<file path="src/rtl/dcache_mshr.sv">
// dcache_mshr: data-cache miss-status unit. Tracks outstanding line misses,
// issues reads / store-merge reads / writebacks to main memory and matches
// returned lines back to waiting entries by line address.
// Optional feature: define DCACHE_MSHR_MERGE_EN to let load misses to an
// already-active line piggy-back on that entry instead of stalling.
module dcache_mshr #(
  parameter int LINE_WORDS = 4,
  parameter int NUM_MSHR   = 4
) (
  input  logic                       clk,
  input  logic                       rst,
  input  logic                       miss_valid,
  input  logic [31:0]                miss_addr,
  input  logic                       miss_store,
  input  logic [31:0]                miss_store_data,
  output logic                       miss_ready,
  input  logic                       evict_valid,
  input  logic [31:0]                evict_addr,
  input  logic [LINE_WORDS*32-1:0]   evict_data,
  output logic                       evict_ready,
  output logic                       mem_req_valid,
  output logic [31:0]                mem_req_addr,
  output logic [LINE_WORDS*32-1:0]   mem_req_data,
  output logic                       mem_req_store,
  output logic                       mem_req_writeback,
  input  logic                       mem_full,
  input  logic                       mem_resp_valid,
  input  logic [31:0]                mem_resp_addr,
  input  logic [LINE_WORDS*32-1:0]   mem_resp_data,
  output logic                       fill_valid,
  output logic [31:0]                fill_addr,
  output logic [LINE_WORDS*32-1:0]   fill_data,
  output logic                       resp_err
);
  localparam int OFF_W  = $clog2(LINE_WORDS) + 2;
  localparam int LINE_W = LINE_WORDS * 32;
  localparam int IDX_W  = $clog2(NUM_MSHR);
  localparam logic [31:0] LINE_MASK = ~((32'd1 << OFF_W) - 32'd1);

  localparam logic [1:0] ST_FREE = 2'd0;
  localparam logic [1:0] ST_PEND = 2'd1;
  localparam logic [1:0] ST_WAIT = 2'd2;

  logic [1:0]        st_q    [NUM_MSHR];
  logic [1:0]        st_d    [NUM_MSHR];
  logic [31:0]       addr_q  [NUM_MSHR];
  logic [31:0]       addr_d  [NUM_MSHR];
  logic              store_q [NUM_MSHR];
  logic              store_d [NUM_MSHR];
  logic [31:0]       sdata_q [NUM_MSHR];
  logic [31:0]       sdata_d [NUM_MSHR];
  logic              ev_valid_q, ev_valid_d;
  logic [31:0]       ev_addr_q, ev_addr_d;
  logic [LINE_W-1:0] ev_data_q, ev_data_d;
  logic              fill_valid_q, fill_valid_d;
  logic [31:0]       fill_addr_q, fill_addr_d;
  logic [LINE_W-1:0] fill_data_q, fill_data_d;
  logic              resp_err_q, resp_err_d;

  logic             free_found, pend_found, active_hit, resp_hit, merge_ok, alloc, xfer;
  logic [IDX_W-1:0] free_idx, pend_idx, resp_idx;

  function automatic logic [31:0] line_of(input logic [31:0] a);
    return a & LINE_MASK;
  endfunction

  // Scan entries: lowest free / lowest pending slot, active-line and response matches.
  always_comb begin
    free_found = 1'b0;
    free_idx   = '0;
    pend_found = 1'b0;
    pend_idx   = '0;
    active_hit = 1'b0;
    resp_hit   = 1'b0;
    resp_idx   = '0;
    for (int i = NUM_MSHR - 1; i >= 0; i--) begin
      if (st_q[i] == ST_FREE) begin
        free_found = 1'b1;
        free_idx   = IDX_W'(i);
      end
      if (st_q[i] == ST_PEND) begin
        pend_found = 1'b1;
        pend_idx   = IDX_W'(i);
      end
      if (st_q[i] != ST_FREE && line_of(addr_q[i]) == line_of(miss_addr))
        active_hit = 1'b1;
      if (st_q[i] == ST_WAIT && line_of(addr_q[i]) == line_of(mem_resp_addr)) begin
        resp_hit = 1'b1;
        resp_idx = IDX_W'(i);
      end
    end
  end

`ifdef DCACHE_MSHR_MERGE_EN
  // A load to an in-flight line is served by that entry's fill; stores still stall.
  assign merge_ok = !active_hit || !miss_store;
`else
  assign merge_ok = !active_hit;
`endif

  // A miss to the line sitting in the eviction buffer or arriving this cycle would
  // race the data it needs, so it waits.
  assign miss_ready = free_found
                   && !(ev_valid_q && line_of(miss_addr) == line_of(ev_addr_q))
                   && !(mem_resp_valid && line_of(miss_addr) == line_of(mem_resp_addr))
                   && merge_ok;
  assign alloc       = miss_valid && miss_ready && !active_hit;
  assign evict_ready = !ev_valid_q;

  // Request mux: writeback has priority, then the lowest-index pending miss.
  always_comb begin
    mem_req_valid     = 1'b0;
    mem_req_addr      = '0;
    mem_req_data      = '0;
    mem_req_store     = 1'b0;
    mem_req_writeback = 1'b0;
    if (ev_valid_q) begin
      mem_req_valid     = 1'b1;
      mem_req_addr      = ev_addr_q;
      mem_req_data      = ev_data_q;
      mem_req_writeback = 1'b1;
    end else if (pend_found) begin
      mem_req_valid = 1'b1;
      mem_req_addr  = addr_q[pend_idx];
      mem_req_store = store_q[pend_idx];
      if (store_q[pend_idx])
        mem_req_data[31:0] = sdata_q[pend_idx];
    end
  end

  assign xfer = mem_req_valid && !mem_full;

  // Next state: response retire, request transfer, eviction load, miss allocation.
  always_comb begin
    for (int i = 0; i < NUM_MSHR; i++) begin
      st_d[i]    = st_q[i];
      addr_d[i]  = addr_q[i];
      store_d[i] = store_q[i];
      sdata_d[i] = sdata_q[i];
    end
    ev_valid_d   = ev_valid_q;
    ev_addr_d    = ev_addr_q;
    ev_data_d    = ev_data_q;
    fill_valid_d = 1'b0;
    fill_addr_d  = fill_addr_q;
    fill_data_d  = fill_data_q;
    resp_err_d   = resp_err_q;
    if (mem_resp_valid) begin
      if (resp_hit) begin
        st_d[resp_idx] = ST_FREE;
        fill_valid_d   = 1'b1;
        fill_addr_d    = line_of(mem_resp_addr);
        fill_data_d    = mem_resp_data;
      end else begin
        resp_err_d = 1'b1;
      end
    end
    if (xfer) begin
      if (ev_valid_q) ev_valid_d = 1'b0;
      else            st_d[pend_idx] = ST_WAIT;
    end
    if (evict_valid && evict_ready) begin
      ev_valid_d = 1'b1;
      ev_addr_d  = evict_addr;
      ev_data_d  = evict_data;
    end
    if (alloc) begin
      st_d[free_idx]    = ST_PEND;
      addr_d[free_idx]  = miss_addr;
      store_d[free_idx] = miss_store;
      sdata_d[free_idx] = miss_store_data;
    end
  end

  // Control and output registers; reset drops every in-flight entry.
  always_ff @(posedge clk) begin
    if (rst) begin
      for (int i = 0; i < NUM_MSHR; i++) st_q[i] <= ST_FREE;
      ev_valid_q   <= 1'b0;
      fill_valid_q <= 1'b0;
      fill_addr_q  <= '0;
      fill_data_q  <= '0;
      resp_err_q   <= 1'b0;
    end else begin
      for (int i = 0; i < NUM_MSHR; i++) st_q[i] <= st_d[i];
      ev_valid_q   <= ev_valid_d;
      fill_valid_q <= fill_valid_d;
      fill_addr_q  <= fill_addr_d;
      fill_data_q  <= fill_data_d;
      resp_err_q   <= resp_err_d;
    end
  end

  // Payload registers; only meaningful while their valid/state says so.
  always_ff @(posedge clk) begin
    for (int i = 0; i < NUM_MSHR; i++) begin
      addr_q[i]  <= addr_d[i];
      store_q[i] <= store_d[i];
      sdata_q[i] <= sdata_d[i];
    end
    ev_addr_q <= ev_addr_d;
    ev_data_q <= ev_data_d;
  end

  assign fill_valid = fill_valid_q;
  assign fill_addr  = fill_addr_q;
  assign fill_data  = fill_data_q;
  assign resp_err   = resp_err_q;
endmodule
</file>
<file path="config.mk">
export PLATFORM = sky130hd
export DESIGN_NAME = dcache_mshr
export DESIGN_NICKNAME = d
export VERILOG_FILES = /design/src/rtl/dcache_mshr.sv
export SDC_FILE = /design/constraint.sdc
export NUM_CORES = 1
export LEC_CHECK = 0
export ABC_AREA = 1
export CORE_AREA = 5 5 274 276
export CTS_CLUSTER_DIAMETER = 50
export CTS_CLUSTER_SIZE = 28
export DETAILED_ROUTE_END_ITERATION = 8
export DIE_AREA = 0 0 279 281
export PLACE_DENSITY = 0.69
export SLEW_MARGIN = 20
export SYNTH_ARGS = -nofsm -noshare
export SYNTH_HDL_FRONTEND = slang
export SYNTH_SLANG_ARGS = --single-unit
</file>
<file path="constraint.sdc">
create_clock -name clk -period 5.34 [get_ports clk]
set_input_delay 1.602 -clock clk [delete_from_list [all_inputs] [get_ports clk]]
set_output_delay 1.602 -clock clk [all_outputs]
set_load 0.01 [all_outputs]
</file>
Yosys cells after proc, flatten, opt, wreduce, memory -nomap -nowiden

Memories as Yosys holds them, arrays and structs flattened.
Cells that the tools add are included.

Flip-flop bits (word level): 319
Bits in writable memories: 268
Input port bits: 391
Output and inout bits: 327
Word-level logic and storage cells: 159
Memories: 4

Memories:

| name    | words | width | rd ports | clocked after memory_dff | write ports | line | source |
|---|---|---|---|---|---|---|---|
| addr_q  | 4     | 32    | 5        | 0                        | 4           | 46   | `logic [31:0] addr_q [NUM_MSHR];` |
| sdata_q | 4     | 32    | 5        | 0                        | 4           | 50   | `logic [31:0] sdata_q [NUM_MSHR];` |
| st_q    | 4     | 2     | 4        | 0                        | 4           | 44   | `logic [1:0] st_q [NUM_MSHR];` |
| store_q | 4     | 1     | 5        | 0                        | 4           | 48   | `logic store_q [NUM_MSHR];` |

Magnitude comparators: 6
Equal/unequal tests: 18
Multiplexer cells: 70
Bitwise gates (word level): 17
Reductions and logical operators: 37

Operator list:

| operator           | count |
|---|---|
| $eq 28x28->1       | 10 |
| $bwmux 128         | 2 |
| $mux 128           | 2 |
| $mux 32            | 6 |
| $mux 96            | 1 |
| $demux 32 s2       | 1 |
| $mux 8             | 5 |
| $mux 2             | 19 |
| $mux 1             | 28 |
| $logic_and 1x1->1  | 20 |
| $demux 2 s2        | 3 |
| $reduce_bool 2->1  | 5 |
| $ge 3x3->1 const B | 3 |
| $lt 3x1->1 const B | 3 |
| $not 2->3          | 3 |
| $and 4x4->4        | 2 |
| $and 8x8->8        | 1 |
| $eq 2x1->1 const B | 4 |
| $eq 2x2->1 const B | 4 |
| $logic_not 2->1    | 4 |
| $not 4->4          | 2 |
| $not 8->8          | 1 |
| $or 4x4->4         | 2 |
| $logic_not 1->1    | 5 |
| other kinds (7)    | 12 |

Longest topological paths before layout

An unclocked memory read counts as a cell.

Word-level depth: 22
Depth in mapped cells: 18
Gate-level depth less buffers: 15

Worst setup path before layout

OpenSTA, ideal clock, no wires.

Kind: input -> register
Start: input port evict_valid
End: register ev_addr_q[0], enable pin
Setup time: 513 ps
Data arrival time: 4763 ps
Data required time: 4827 ps
Path slack: 64 ps
Cell stages on the path: 2
Path buffers: 0
Path through: nand2_1 > inv_1

Word-level cells in the longest chain between the ends: 1

Ends and longest elaborated chain:

| element              | line | source |
|---|---|---|
| from (decl)          | 17   | `input logic evict_valid,` |
| $logic_and 1x1->1    | 162  | `if (evict_valid && evict_ready) begin` |
| to (signal assigned) | 201  | `ev_addr_q <= ev_addr_d;` |
| to (decl)            | 53   | `logic [31:0] ev_addr_q, ev_addr_d;` |

Every way passes these cells.
A chain may end at the register's enable or synchronous reset.

Final worst setup path

Start: input port miss_addr[7]
End: output port miss_ready

Word-level cells in the longest chain between the ends: 8
Elaborated cells between the ends (all ways): 22
Classes of those cells: eq/ne (6); mux (4); reduce/logical (12)

Ends and longest elaborated chain:

| element              | line | source |
|---|---|---|
| from (decl)          | 13   | `input logic [31:0] miss_addr,` |
| $eq 28x28->1         | 85   | `if (st_q[i] != ST_FREE && line_of(addr_q[i]) == line_of(miss_addr))` |
| $logic_and 1x1->1    | 85   |  |
| $mux 1 (4 in series) | 85   |  |
| $logic_not 1->1      | 98   | `assign merge_ok = !active_hit;` |
| $logic_and 1x1->1 *  | 106  | `&& merge_ok;` |
| to (decl)            | 16   | `output logic miss_ready,` |

Every way passes the cells marked *; elsewhere a longest branch is shown, timed or not.

==> impl_metrics.csv <==
group,metric,value,unit
outcome,status,"completed",
yosys,yosys.area.top_type_share,44.0,%
grt,gr-usage-met3,9.60,%
route,drc,0,
sta,setup_ws,0.0188,ns
grt,met2_usage,48.4,%
grt,grt_pass1_vias,25800,
route,routedWlPerCell,23.9,um
worst_setup_path,arrival,3.72,ns
power_and_ir_drop,p_leak,17.6,nW
finish,area_delta_synth_final,43.1,%
sta,layout_min_cycle_time,5.32,ns
sta,report.final.setup_viol,0,
yosys,synthAdderAreaFrac,0,%
grt,antenna_found_initial,16,
grt,grt-busiest-layer,"met2",
yosys,yosys.area_share.simple,28.0,%
worst_setup_path,crit_fanout,6,
power_and_ir_drop,power.internal,0.00908,W
sta,fin_crit_sh,99.6,%
clock_tree,clock_latency,0.65,ns
yosys,avgSynthCellArea,8.51,um2
yosys,synth_top_area_cell,"edfxtp_1",
floorplanning,die_h,281,um
yosys,synthMuxAreaShare,0,%
worst_setup_path,timing_worst_setup_path_type,"input port to primary output",
power_and_ir_drop,vdd_ir_drop_max,306,uV
yosys,synth.most_common_cell,"nand2_1",
worst_setup_path,crit_chain,"clkdlybuf4s50_1, buf_4, xor2_1, nor2_1, nand2_1, nor2_1, nand2_1, nor2_2, nor4_4, buf_4, clkbuf_2",
clock_tree,clkSlewWorstSetupHoldPaths,0.05,ns
grt,grt_pass1_wl,176000,um
yosys,netlist_instances,3366,
sta,tns,0,ns
worst_hold_path,hold_path.class,"flop to flop",
clock_tree,cts.sinks,587,
yosys,synthDistinctLibCells,42,
floorplanning,num_io_pins,718,
route,antenna_left,0,
place,post-dp-hpwl,96500,um
worst_setup_path,required,3.74,ns
clock_tree,hold_buffers,0,
clock_tree,cts.path.max_buffers,3,
route,drt_iter0_markers,2825,
clock_tree,cts_made_buffers,77,
floorplanning,initial_core_util,39.6,%
grt,grt_usage,30.3,%
sta,drv_slew,0,
route,drtPass1Iterations,7,
route,viasPerCell,5.12,
worst_setup_path,cp-start-kind,"input port",
clock_tree,cts_root_buf,"clkbuf_16",
power_and_ir_drop,seq_power_share,41.0,%
clock_tree,h-tree-depth,3,
clock_tree,cts_tree,"yes",
finish,finish.utilization,56.7,%
grt,grt-ovfl-total,0,
sta,whs,0.486,ns
power_and_ir_drop,power_switching,0.00367,W
yosys,seq_area_frac_synth,55.7,%
place,dp_slack,-0.514,ns
place,port_buffers,709,
yosys,async_flop_share,0,%
power_and_ir_drop,switching_share,28.8,%
power_and_ir_drop,comb_power_share,15.7,%
grt,grt_max_degree,146,
finish,drive_above_1_share,12.1,%
place,place_congestion,1.10,
yosys,ys_ff_latch,587,
yosys,synth_compound_area_share,4.05,%
worst_setup_path,max_stage_delay,0.46,ns
yosys,yosysWarnings,0,
yosys,synth_xor_area_share,2.38,%
yosys,synth_edf_count,420,
route,vias,26700,
worst_setup_path,cp-end-kind,"primary output",
yosys,netlist_area,28700,um2
floorplanning,fp.dieArea,78400,um2
sta,worstMarginPinSlew,0.830,ns
floorplanning,rows,99,
power_and_ir_drop,clock_power_share,43.2,%
route,routed_wl,125000,um
power_and_ir_drop,p_per_area,311,nW/um2
sta,relSlewSlack,44.7,%
sta,skew,0.0466,ns
worst_setup_path,crit_path_top_delay_cell,"clkdlybuf4s50_1",
yosys,synth_top_family_by_area,"simple AND/OR/NAND/NOR gates",
sta,fmax,0.188,GHz
sta,final-hold-violation-count,0,
grt,met1_usage,38.6,%
yosys,synth_flop_cell,"edfxtp_1",
yosys,synth_area_leaders,"edfxtp_1 (44%), nand2_1 (13%), dfxtp_1 (12%)",
floorplanning,die_x,279,um
flow_run,maxCapViolCount,0,
finish,finalNetCount,4585,
yosys,synth_common_cells,"nand2_1 (968), inv_1 (473), edfxtp_1 (420), nor2_1 (399), nand4_1 (264)",
floorplanning,core,72300,um2
per-stage QoR:
stage | cell area [um2] | total power, W | cells
global route | 41000 | 0.0132 | 5223
floorplan | 28700 | 0.00608 | 3369
CTS | 40900 | 0.0128 | 5217
global placement | 38000 | 0.00729 | 5068
finish | 41000 | 0.0128 | 5225
detailed placement | 38000 | 0.00729 | 5068
critical path: cells and delay by family:
family	cells	cell delay [ns]
and+or+nand+nor	6	0.99
buffers and inverters	4	0.92
xor gates and xnor gates	1	0.18
cell families after synthesis:
logic type	after synthesis
buf+inv	671
compound gates	187
simple gates	1842
flops	587
other cells	1
xor+xnor	78
layout make-up:
cell class | count | area [um2]
flip-flops and latches | 587 | 16000
clock buffers | 81 | 1970
inverters | 490 | 1850
clock inverters | 63 | 845
fillers | 6583 | 31300
repair buffers | 927 | 9150
diodes | 7 | 17.5
multi-input cells | 2111 | 10000
well taps | 959 | 1200
layout by cell type, fill, tap and decap left out, types with 30 or more instances in the layout:
cell type | netlist | routed
a22o_1 | 36 | 36
nand4_1 | 264 | 264
buf_12 | 0 | 32
nor2_1 | 399 | 396
clkdlybuf4s50_1 | 0 | 703
dfxtp_1 | 167 | 166
clkbuf_16 | 0 | 77
o21ai_0 | 67 | 64
buf_4 | 8 | 181
xnor2_1 | 61 | 61
a21oi_1 | 31 | 30
nor2_2 | 104 | 105
inv_1 | 473 | 463
nand3_1 | 72 | 70
nand2_1 | 968 | 962
edfxtp_1 | 420 | 420
power groups by stage:
stage	logic, W	registers (W)	clock network, W
2_1_floorplan	0.000775	0.00530	0
3_3_place_gp	0.00196	0.00532	0
3_5_place_dp	0.00196	0.00533	0
4_1_cts	0.00198	0.00523	0.00561
5_1_grt	0.00211	0.00525	0.00582
6_report	0.00200	0.00524	0.00552
flip-flops by register name, indices dropped and copies added (netlist names):
name	flops
addr_q	128
ev_addr_q	32
ev_data_q	128
ev_valid_q	1
fill_addr	28
fill_data	128
fill_valid	1
resp_err	1
sdata_q	128
st_q	8
store_q	4
routing by layer:
| layer | up-vias | routed length [um] | part of all wire [%] |
|---|---|---|---|
| met5 | - | 92 | 0.074 |
| met4 | 12 | 5550 | 4.4 |
| met3 | 263 | 13500 | 11 |
| met2 | 1364 | 56800 | 46 |
| met1 | 12600 | 48900 | 39 |
| li1 | 12500 | - | - |
path summary, 6_finish.rpt:
path / from / slack [ns] / cells past startpoint / end
worst max-delay path: miss_addr[7] / 0.02 / 11 / miss_ready
worst min-delay path: resp_err / 0.49 / 2 / resp_err
worst max register to register: ev_valid_q / 2.09 / 16 / addr_q[0][4]
worst min register to register: resp_err / 0.49 / 2 / resp_err
repair_timing:
item / in CTS / in global routing
pin swaps: 1 / 1
setup buffers: 5 / 1
gates resized for setup: 17 / 16
setup endpoints to repair: 48 / 37
gates cloned: 0 / 0
No activity file was read; power rests on OpenSTA's default activity.
